[src/rtl/instruction_fetch_unit.sv]
// Instruction fetch stage: one request at a time to instruction memory, a
// one-entry hold buffer for stalls, and a drop state to discard stale responses.
module instruction_fetch_unit #(
    parameter logic [31:0] RESET_PC = 32'h0000_0000
) (
    input  logic        clk,
    input  logic        reset,
    input  logic        stop_IF,
    input  logic        set_invalid_IF,
    input  logic        redirect,
    input  logic [31:0] redirect_pc,
    output logic        imem_req,
    output logic [31:0] imem_addr,
    input  logic        imem_ready,
    input  logic [31:0] imem_rdata,
    input  logic        imem_fault,
    output logic [31:0] ID_instr,
    output logic [31:0] ID_PC,
    output logic        ID_valid,
    output logic        fetch_fault
);

    typedef enum logic [1:0] {FETCH, STALL, DROP} state_t;

    state_t      state;
    logic [31:0] pc;
    logic [31:0] stale_addr;
    logic [31:0] hold_instr;
    logic [31:0] hold_pc;
    logic        hold_fault;

    // Request is gated by reset so nothing is issued while reset is held.
    assign imem_req  = !reset && (state != STALL);
    assign imem_addr = (state == DROP) ? stale_addr : pc;

    always_ff @(posedge clk) begin
        if (reset) begin
            state       <= FETCH;
            pc          <= RESET_PC;
            stale_addr  <= RESET_PC;
            hold_instr  <= 32'h0;
            hold_pc     <= 32'h0;
            hold_fault  <= 1'b0;
            ID_valid    <= 1'b0;
            ID_instr    <= 32'h0000_0013;
            ID_PC       <= 32'h0;
            fetch_fault <= 1'b0;
        end else if (redirect) begin
            pc         <= redirect_pc & 32'hFFFF_FFFC;
            hold_instr <= 32'h0;
            hold_pc    <= 32'h0;
            hold_fault <= 1'b0;
            ID_valid   <= 1'b0;
            // An unanswered request must still be drained at its original address.
            if (state != STALL && !imem_ready) begin
                state <= DROP;
                if (state == FETCH)
                    stale_addr <= pc;
            end else begin
                state <= FETCH;
            end
        end else begin
            case (state)
                FETCH: begin
                    if (imem_ready) begin
                        pc <= pc + 32'd4;
                        if (stop_IF) begin
                            hold_instr <= imem_rdata;
                            hold_pc    <= pc;
                            hold_fault <= imem_fault;
                            ID_valid   <= ID_valid & ~set_invalid_IF;
                            state      <= STALL;
                        end else begin
                            ID_instr    <= imem_rdata;
                            ID_PC       <= pc;
                            fetch_fault <= imem_fault;
                            ID_valid    <= ~set_invalid_IF;
                        end
                    end else begin
                        ID_valid <= stop_IF ? (ID_valid & ~set_invalid_IF) : 1'b0;
                    end
                end
                STALL: begin
                    if (!stop_IF) begin
                        ID_instr    <= hold_instr;
                        ID_PC       <= hold_pc;
                        fetch_fault <= hold_fault;
                        ID_valid    <= ~set_invalid_IF;
                        hold_instr  <= 32'h0;
                        hold_pc     <= 32'h0;
                        hold_fault  <= 1'b0;
                        state       <= FETCH;
                    end else begin
                        ID_valid <= ID_valid & ~set_invalid_IF;
                    end
                end
                DROP: begin
                    ID_valid <= 1'b0;
                    if (imem_ready)
                        state <= FETCH;
                end
                default: state <= FETCH;
            endcase
        end
    end

endmodule

[config.mk]
export PLATFORM = sky130hd
export DESIGN_NAME = instruction_fetch_unit
export DESIGN_NICKNAME = d
export VERILOG_FILES = /design/src/rtl/instruction_fetch_unit.sv
export SDC_FILE = /design/constraint.sdc
export NUM_CORES = 1
export LEC_CHECK = 0
export ABC_CLOCK_PERIOD_IN_PS = 2000
export CAP_MARGIN = 10
export CORE_AREA = 2 2 149 151
export DETAILED_ROUTE_END_ITERATION = 8
export DIE_AREA = 0 0 151 153
export GPL_TIMING_DRIVEN = 0
export HOLD_SLACK_MARGIN = 0.03
export PLACE_DENSITY = 0.67
export RECOVER_POWER = 100
export SETUP_SLACK_MARGIN = 0.2
export SYNTH_ARGS = -nofsm -noshare
export SYNTH_HDL_FRONTEND = slang
export SYNTH_SLANG_ARGS = --single-unit
[constraint.sdc]
create_clock -name clk -period 2 [get_ports clk]
set_clock_uncertainty 0.1 [all_clocks]
set_input_delay 0.2 -clock clk [delete_from_list [all_inputs] [get_ports clk]]
set_output_delay 0.2 -clock clk [all_outputs]
set_load 0.01 [all_outputs]
# Word level (Yosys, flattened, before mapping)
# Index checks and enable logic that the tools add are counted.
dict set report op_classes {
  bitwise_logic 3
  eq_ne 11
  n_mux 38
  n_addsub 1
  n_reduce_logical 16
}
# op n
set op_table {}
lappend op_table {{$mux W32} 15}
lappend op_table {{$pmux W32 S2} 4}
lappend op_table {{$add A32 B3 Y32 const B} 1}
lappend op_table {{$mux W2} 6}
lappend op_table {{$ne A3 B3 Y1 const B} 4}
lappend op_table {{$mux W1} 9}
lappend op_table {{$ne A2 B2 Y1 const B} 4}
lappend op_table {{$reduce_and A4 Y1} 2}
lappend op_table {{$pmux W2 S3} 1}
lappend op_table {{$reduce_bool A2 Y1} 3}
lappend op_table {{$reduce_and A5 Y1} 1}
lappend op_table {{$pmux W1 S2} 2}
lappend op_table {{$reduce_and A2 Y1} 2}
lappend op_table {{$pmux W1 S3} 1}
lappend op_table {{$reduce_and A3 Y1} 1}
lappend op_table {{$reduce_bool A3 Y1} 1}
lappend op_table {{$eq A2 B1 Y1 const B} 1}
lappend op_table {{$eq A2 B2 Y1 const B} 1}
lappend op_table {{$logic_and A1 B1 Y1} 2}
lappend op_table {{$logic_not A1 Y1} 2}
lappend op_table {{$logic_not A2 Y1} 1}
lappend op_table {{$ne A2 B1 Y1 const B} 1}
lappend op_table {{$not A1 Y1} 2}
lappend op_table {{$reduce_or A2 Y1} 1}
lappend op_table {{$and A1 B1 Y1} 1}
dict set report totals {
  input_bits 71
  wordCells 80
  output_inout_bits 99
  register_bits 197
}

# Logic depth before layout (Yosys ltp)
# Gate-level depths: netlist (run 1).
dict set report depth {
  ltp_word 5
  depth_mapped 9
  depth_no_buf 6
}

# Worst setup path before layout (run 1)
# OpenSTA, ideal clock, no wires.
dict set report synth_path {
  path_type {register -> register}
  from {register state[1]}
  to {register ID_PC[20]}
  setup_slack_ps -126
  setup_time_ps 86
  t_required_ps 1814
  path_stages_with_launch 10
  synth_period_minus_slack_ps 2126
  path_buffers 3
  t_arrival_ps 1940
  path_cell_list {dfxtp_1 > inv_1 > ha_1 > clkbuf_1 > nand2b_1 > a211oi_1 > clkbuf_1 > clkbuf_1 > nor2_1 > a211oi_1}
}
dict set report synth_via {
  elab_chain_cells 3
  elab_cells_between_ends 8
  cone_classes {eq/ne (4); mux (1); reduce/logical (3)}
}
# item line_no
set synth_lines {}
lappend synth_lines {{from (decl)} 25} ;# state_t state;
lappend synth_lines {{from (signal assigned)} 38} ;# state <= FETCH;
lappend synth_lines {{from (signal assigned)} 56} ;# state <= DROP;
lappend synth_lines {{from (signal assigned)} 60} ;# state <= FETCH;
lappend synth_lines {{$eq A2 B1 Y1 / $logic_not A2 Y1 (equally long branches)} 63} ;# case (state)
lappend synth_lines {{$ne A2 B2 Y1 (no source line) / $reduce_bool A2 Y1 (equally long branches)} n/a}
lappend synth_lines {{$reduce_and A5 Y1 (no source line)} n/a}
lappend synth_lines {{to (signal assigned)} 75} ;# ID_PC <= pc;
lappend synth_lines {{to (signal assigned)} 86} ;# ID_PC <= hold_pc;
lappend synth_lines {{to (decl)} 18} ;# output logic [31:0] ID_PC,
# Several ways; a longest one is shown, not always the timed one.
# A chain may end at the register's enable or synchronous reset.

# Final worst setup path (run 1)
dict set report layout_path {
  from {register pc[3]}
  to {register pc[20]}
}
dict set report layout_via {
  elab_chain_cells 4
}
# item line_no
set layout_lines {}
lappend layout_lines {{from (decl)} 26} ;# logic [31:0] pc;
lappend layout_lines {{from (signal assigned)} 49} ;# pc <= redirect_pc & 32'hFFFF_FFFC;
lappend layout_lines {{from (signal assigned)} 66} ;# pc <= pc + 32'd4;
lappend layout_lines {{$add A32 B3 Y32} 66}
lappend layout_lines {{$mux W32} 65} ;# if (imem_ready) begin
lappend layout_lines {{$mux W32} 63}
lappend layout_lines {{$mux W32} 48} ;# end else if (redirect) begin
# Every way passes these cells. The select of a mux whose other input is x is not followed.

==> results of run 1 <==
## cells in the mapped netlist (2+ instances only)
| cell type | count |
|---|---|
| a211o_1 | 4 |
| xnor2_1 | 8 |
| or2_2 | 2 |
| xor2_1 | 2 |
| or3_1 | 4 |
| nand2b_1 | 2 |
| nor2b_1 | 4 |
| a211oi_1 | 70 |
| nand4_1 | 13 |
| inv_1 | 8 |
| nor3_1 | 7 |
| o31a_1 | 2 |
| and4_1 | 4 |
| mux2_2 | 28 |
| a311oi_1 | 12 |
| a21oi_1 | 99 |
| nor2_1 | 101 |
| a2111oi_0 | 7 |
| and3_1 | 6 |
| buf_4 | 9 |
| clkbuf_1 | 73 |
| buf_2 | 16 |
| buf_1 | 9 |
| mux2i_1 | 64 |
| nor4_1 | 9 |
| a221oi_1 | 2 |
| or4_4 | 2 |
| o21ai_0 | 6 |
| nand2_1 | 147 |
| dfxtp_1 | 189 |
| ha_1 | 5 |
| or4_1 | 6 |
| nand3_1 | 70 |
| clkbuf_2 | 2 |
| o31ai_1 | 6 |
## critical path, stage by stage, from the launching register on
cell	delay [ns]
dfxtp_4	0.41
ha_4	0.19
nand3_4	0.12
or3_4	0.45
or4_4	0.53
a311oi_2	0.27
## through the flow
step,util,hold WS (ns),area [um^2],instances,TNS (ns)
2_1_floorplan,-,0.248,8750,1018,0
3_3_place_gp,0.498,0.337,10700,1458,-64.60
3_5_place_dp,0.498,0.343,10700,1458,-73.00
4_1_cts,0.579,0.187,12400,1525,-3.70
5_1_grt,0.625,0.265,13400,1588,-13.52
6_report,0.625,0.245,13400,1588,-4.13
## power by group through the flow
stage          logic, uW  registers, uW  clock network (uW)
3_3_place_gp        1330           4100                   0
3_5_place_dp        1340           4110                   0
2_1_floorplan        712           4110                   0
6_report            1820           4030                3480
4_1_cts             1610           4020                3500
5_1_grt             1920           4050                3680
## state kept, by name, indices dropped and copies added, names as in the netlist
signal and cells:
ID_instr 32, hold_instr 32, ID_PC 30, hold_pc 30
pc 30, stale_addr 30, state 2, ID_valid 1
fetch_fault 1, hold_fault 1
## cell type report
| type | instances | area (um^2) | share of cell area |
|---|---|---|---|
| timing repair buffer | 256 | 2550 | 0.190 |
| tap | 280 | 350 | 0.0261 |
| multi-input combinational | 713 | 4850 | 0.361 |
| buffer | 109 | 1200 | 0.0898 |
| clock inverter | 15 | 173 | 0.0129 |
| inverter | 9 | 38.8 | 0.00289 |
| clock buffer | 17 | 425 | 0.0317 |
| sequential | 189 | 3830 | 0.286 |
## worst max path at each step
| stage | startpoint | to | slack [ns] |
|---|---|---|---|
| 6_report | pc[3] | pc[20] | -0.17 |
| 5_1_grt | pc[13] | pc[31] | -0.20 |
| 4_1_cts | state[0] | imem_addr[26] | -0.12 |
| 3_5_place_dp | reset | imem_req | -1.04 |
| 3_3_place_gp | reset | imem_req | -1.01 |
| 2_1_floorplan | pc[2] | pc[31] | 0.06 |
## cells by family (layout without fill, tap and decap cells)
kind of cell	count (synthesis)	in the layout	share of synthesized area
simple gates	384	385	0.203
other cells	1	4	0.000440
buf+inv	118	406	0.0586
compound gates	216	217	0.163
flops	189	189	0.444
fa+ha+maj	5	5	0.00734
mux	92	92	0.112
xor+xnor	10	10	0.0103
## routing by layer
layer | vias to the layer above | GRT usage | share of wire
met5 | - | 0 | 0
met4 | 0 | 0.0730 | 0.024
met3 | 57 | 0.0534 | 0.075
met2 | 389 | 0.406 | 0.49
met1 | 4260 | 0.334 | 0.41
li1 | 4159 | - | -
## what timing repair did
action | in CTS | in global routing
pin swaps | 47 | 39
setup endpoints to repair | 217 | 213
gates resized for setup | 325 | 150
buffers inserted | 17 | 61
cloned | 18 | 2
==> summary.md, run 1 <==
| Metric | Value |
|---|---|
| Status | `complete, but fails checks` |
| Failing checks | `setup timing` |
| DR vias | `8865` |
| Cell area after synthesis | `8520 um^2` |
| Internal | `6630 uW` |
| Gpl congestion | `0.871` |
| Ys flop type | `dfxtp_1` |
| Layout Nets | `1371` |
| Vias per inst | `5.58` |
| Layout cells sized above 1 | `0.280` |
| Tcrit/Tclk final | `1.09` |
| Sw power | `2690 uW` |
| Fmax | `461 MHz` |
| Avg WL per Cell | `19.6 um` |
| Crit. End Element | `register` |
| Async set-reset flop share out of synthesis | `0` |
| Tmin final | `2.17 ns` |
| Placement Setup Slack | `-1.04 ns` |
| Hold endpoint | `pc[16]` |
| Ys Warns | `0` |
| CTS Hold Buffers Added | `0` |
| WP data required | `2.25 ns` |
| Largest net degree at the start of global routing | `20` |
| Slew Limit Fails | `0` |
| Pwr/cell area | `695 nW/um^2` |
| RSZ-0062 raised after global routing | `yes` |
| Yosys top cell by area | `dfxtp_1` |
| Hpwl dp | `18.8 mm` |
| Die ar. | `23100 um^2` |
| Setup ws final | `-0.171 ns` |
| Die Y | `153 um` |
| CTS Sinks | `189` |
| Mapped Avg Cell Area | `8.39 um^2` |
| Drt pass-1 iters | `5` |
| Reg-to-Reg Start | `pc[3]` |
| Number of global-route vias before repair | `8150` |
| Root Buffer | `clkbuf_16` |
| Critical R2R Capture | `pc[20]` |
| Combinational cell fraction of total power | `0.195` |
| Routed Antenna Nets | `0` |
| First-pass GRT wire length | `45.1 mm` |
| CP Class | `register to register` |
| Final Hold Viols | `0` |
| Switch share | `0.289` |
| Flop-to-flop setup slack | `-0.17 ns` |
| Die W | `151 um` |
| Io pins | `170` |
| Top-area cell type share of the netlist area | `0.444` |
| Initial Utilization | `0.396` |
| Post-synthesis sequential area ratio | `0.444` |
| Final WL | `31.0 mm` |
| Fill count | `1771` |
| P&R area growth vs syn | `57.5%` |
| Max-cap violations | `0` |
| CTS buffer count | `17` |
| Maximum level of the CTS H-tree | `4` |
| Core box area | `21500 um^2` |
| Number of synthesized flops with an enable pin | `0` |
| Setup violators final | `104` |
| Synth cell types | `52` |
| GRT Total Usage | `0.250` |
| Mapped Cells | `1015` |
| Clock slew at reported path FFs | `0.08 ns` |
| Synth top area cells | `dfxtp_1, mux2i_1, nand2_1, a211oi_1, a21oi_1` |
| Hold Crit Class | `primary input to register` |
| Sequential power share | `0.432` |
| Worst-Margin Slew | `0.755 ns` |
| Post-route DRC | `0` |
| VDD IR-drop max | `0.604 mV` |
| Most frequent cells in the layout | `dfxtp_1, nand2_1, nor2_1, a21oi_1, buf_4` |
| Slew headroom | `0.497` |
| TritonCTS clock tree | `done` |
| Commonest non-fill, non-tap cell in the layout | `dfxtp_1` |
| GRT Residual Overflow | `0` |
| Initial antenna violation count | `0` |
| Row Count | `54` |
| Skew-Pair Late Insertion Delay | `0.44 ns` |
| Clock buffer depth | `2` |
| Hold depth | `3` |
| Static Leakage | `0.00499 uW` |
| Clock share of power | `0.373` |
| Arr. time, crit path | `2.42 ns` |
| R2R depth | `5` |
| Pwr Total | `9330 uW` |
| Hold Path Origin | `redirect_pc[16]` |
| Synthesized flop and latch total | `189` |
| Worst setup SP type | `register` |
| Number of DRC markers in iteration 0 | `841` |
| # port buffers | `160` |
| Critical path fanouts, max | `6` |
| Ant diodes | `0` |
Note: power is estimated with default switching activity, not from simulation.
==> inputs of run 2 (changes only) <==
Settings changed: GPL_ROUTABILITY_DRIVEN set to 1, SKIP_CTS_REPAIR_TIMING set to 1.
==> summary.md, run 2 (synthesized netlist as in run 1, its figures left out) <==
| Metric | Value |
|---|---|
| RSZ-0062 raised after global routing | `yes` |
| Worst-Margin Slew | `0.743 ns` |
| Worst path max stage delay | `0.53 ns` |
| Status | `complete, but fails checks` |
| Vias per inst | `5.70` |
| P&R area growth vs syn | `62.7%` |
| Hold Crit Class | `primary input to register` |
| Routed Antenna Nets | `0` |
| Setup TNS | `-3.38 ns` |
| Avg WL per Cell | `20.4 um` |
| # port buffers | `160` |
| GRT Residual Overflow | `0` |
| Max-cap violations | `0` |
| Commonest non-fill, non-tap cell in the layout | `dfxtp_1` |
| Reg-to-Reg Start | `pc[2]` |
| Crit. End Element | `register` |
| Cells after DPL | `1458` |
| Buf/Inv on CP | `2` |
| Hold Path Origin | `redirect` |
| First-pass GRT wire length | `41.8 mm` |
| Critical R2R Capture | `pc[31]` |
| Hold depth | `3` |
| Core box area | `21500 um^2` |
| Die ar. | `23100 um^2` |
| WHS | `0.249 ns` |
| Layout cells sized above 1 | `0.314` |
| Levels on crit path | `6` |
| Layout Nets | `1373` |
| CTS Sinks | `189` |
| Largest net degree at the start of global routing | `20` |
| Post-route DRC | `0` |
| DR WL met3 | `2.64 mm` |
| Ant diodes | `0` |
| Slew headroom | `0.505` |
| Initial antenna violation count | `0` |
| Gpl congestion | `0.871` |
| Io pins | `170` |
| CP top delay family | `simple AND/OR/NAND/NOR gates` |
| CTS buffer count | `17` |
| TritonCTS clock tree | `done` |
| Number of global-route vias before repair | `7741` |
| Met2 Wirelength | `15.8 mm` |
| Initial Utilization | `0.396` |
| Number of DRC markers in iteration 0 | `803` |
| Clock slew at reported path FFs | `0.08 ns` |
| Failing checks | `setup timing` |
| GRT Total Usage | `0.230` |
| Dpl cell area | `10700 um^2` |
| Most frequent cells in the layout | `dfxtp_1, clkdlybuf4s50_1, nand2_1, nor2_1, a21oi_1` |
| VDD IR-drop max | `0.595 mV` |
| Arr. time, crit path | `2.41 ns` |
| R2R depth | `6` |
| Final core utilization | `0.645` |
| Final Hold Viols | `0` |
| Post-route insts no fill | `1590` |
| Slowest-stage cell, CP | `or4_1` |
| Row Count | `54` |
| Pwr/cell area | `683 nW/um^2` |
| Skew-Pair Late Insertion Delay | `0.44 ns` |
| Die W | `151 um` |
| Tcrit/Tclk final | `1.08` |
| DR vias | `9058` |
| Hold endpoint | `pc[22]` |
| Maximum level of the CTS H-tree | `4` |
| Crit-path cells | `buf_8 -> nand2_4 -> or3_1 -> buf_4 -> or4_1 -> a311oi_1` |
| Final WL | `32.5 mm` |
| Top Registers | `ID_instr (32), hold_instr (32)` |
| Finished Cell Area | `13900 um^2` |
| Max layer used | `met4` |
| Setup violators final | `64` |
| Drt pass-1 iters | `5` |
| Tmin final | `2.16 ns` |
| Clock buffer depth | `2` |
| Hpwl dp | `18.8 mm` |
| Met1 WL | `13.0 mm` |
| Flop-to-flop setup slack | `-0.16 ns` |
| Setup ws final | `-0.164 ns` |
| Fmax | `462 MHz` |
| CP Class | `register to register` |
| Slew Limit Fails | `0` |
| Root Buffer | `clkbuf_16` |
| Critical path fanouts, max | `8` |
| WP data required | `2.25 ns` |
| Static Leakage | `0.00496 uW` |
| Die Y | `153 um` |
| Worst setup SP type | `register` |
## run 2: cell types whose count changed in the layout (fill, tap and decap cells not counted), moves of 16 or more
cell	previous run	this run
dlygate4sd3_1	64	0
nand2_2	3	31
buf_8	13	30
nand2_1	142	112
buf_6	57	73
buf_4	75	54
clkdlybuf4s50_1	65	129
clkbuf_8	17	0
## run 2: per-stage QoR
step | worst slack [ns] | power (uW)
floorplan | 0.0603 | 4830
detailed placement | -1.04 | 5450
CTS | -1.11 | 8870
global placement | -1.01 | 5430
finish | -0.164 | 9470
global route | -0.229 | 9790
## run 2: worst reg2reg max path: stages (launching register included)
cell	delay, ns
dfxtp_4	0.37
buf_8	0.13
nand2_4	0.11
or3_1	0.39
buf_4	0.17
or4_1	0.53
a311oi_1	0.27
## run 2: area by class of cell
type | count | area, um^2
inverters | 9 | 38.8
clock buffers | 17 | 425
flip-flops and latches | 189 | 3820
plain buffers | 109 | 1050
multi-input cells | 712 | 5050
clock inverters | 15 | 173
repair buffers | 259 | 2950
fillers | 1705 | 7620
well taps | 280 | 350
## run 2: report_power, final
part	internal, uW	total, uW	leakage (uW)	switching (uW)
Combinational	1030	1980	0.00312	952
Clock	1780	3470	0.000290	1680
Sequential	3910	4030	0.00155	115
## run 2: how the worst max path moves through the flow
stage,startpoint,to
after CTS,state[0],imem_addr[22]
after floorplan,pc[2],pc[31]
after global placement,reset,imem_req
after detailed placement,reset,imem_req
final,pc[2],pc[31]
after global routing,pc[2],pc[31]
## run 2: routing by layer
metal | up-vias | global-route usage
met3 | 95 | 0.0564
met4 | 0 | 0.0579
met5 | - | 0
met2 | 432 | 0.371
met1 | 4363 | 0.309
li1 | 4168 | -
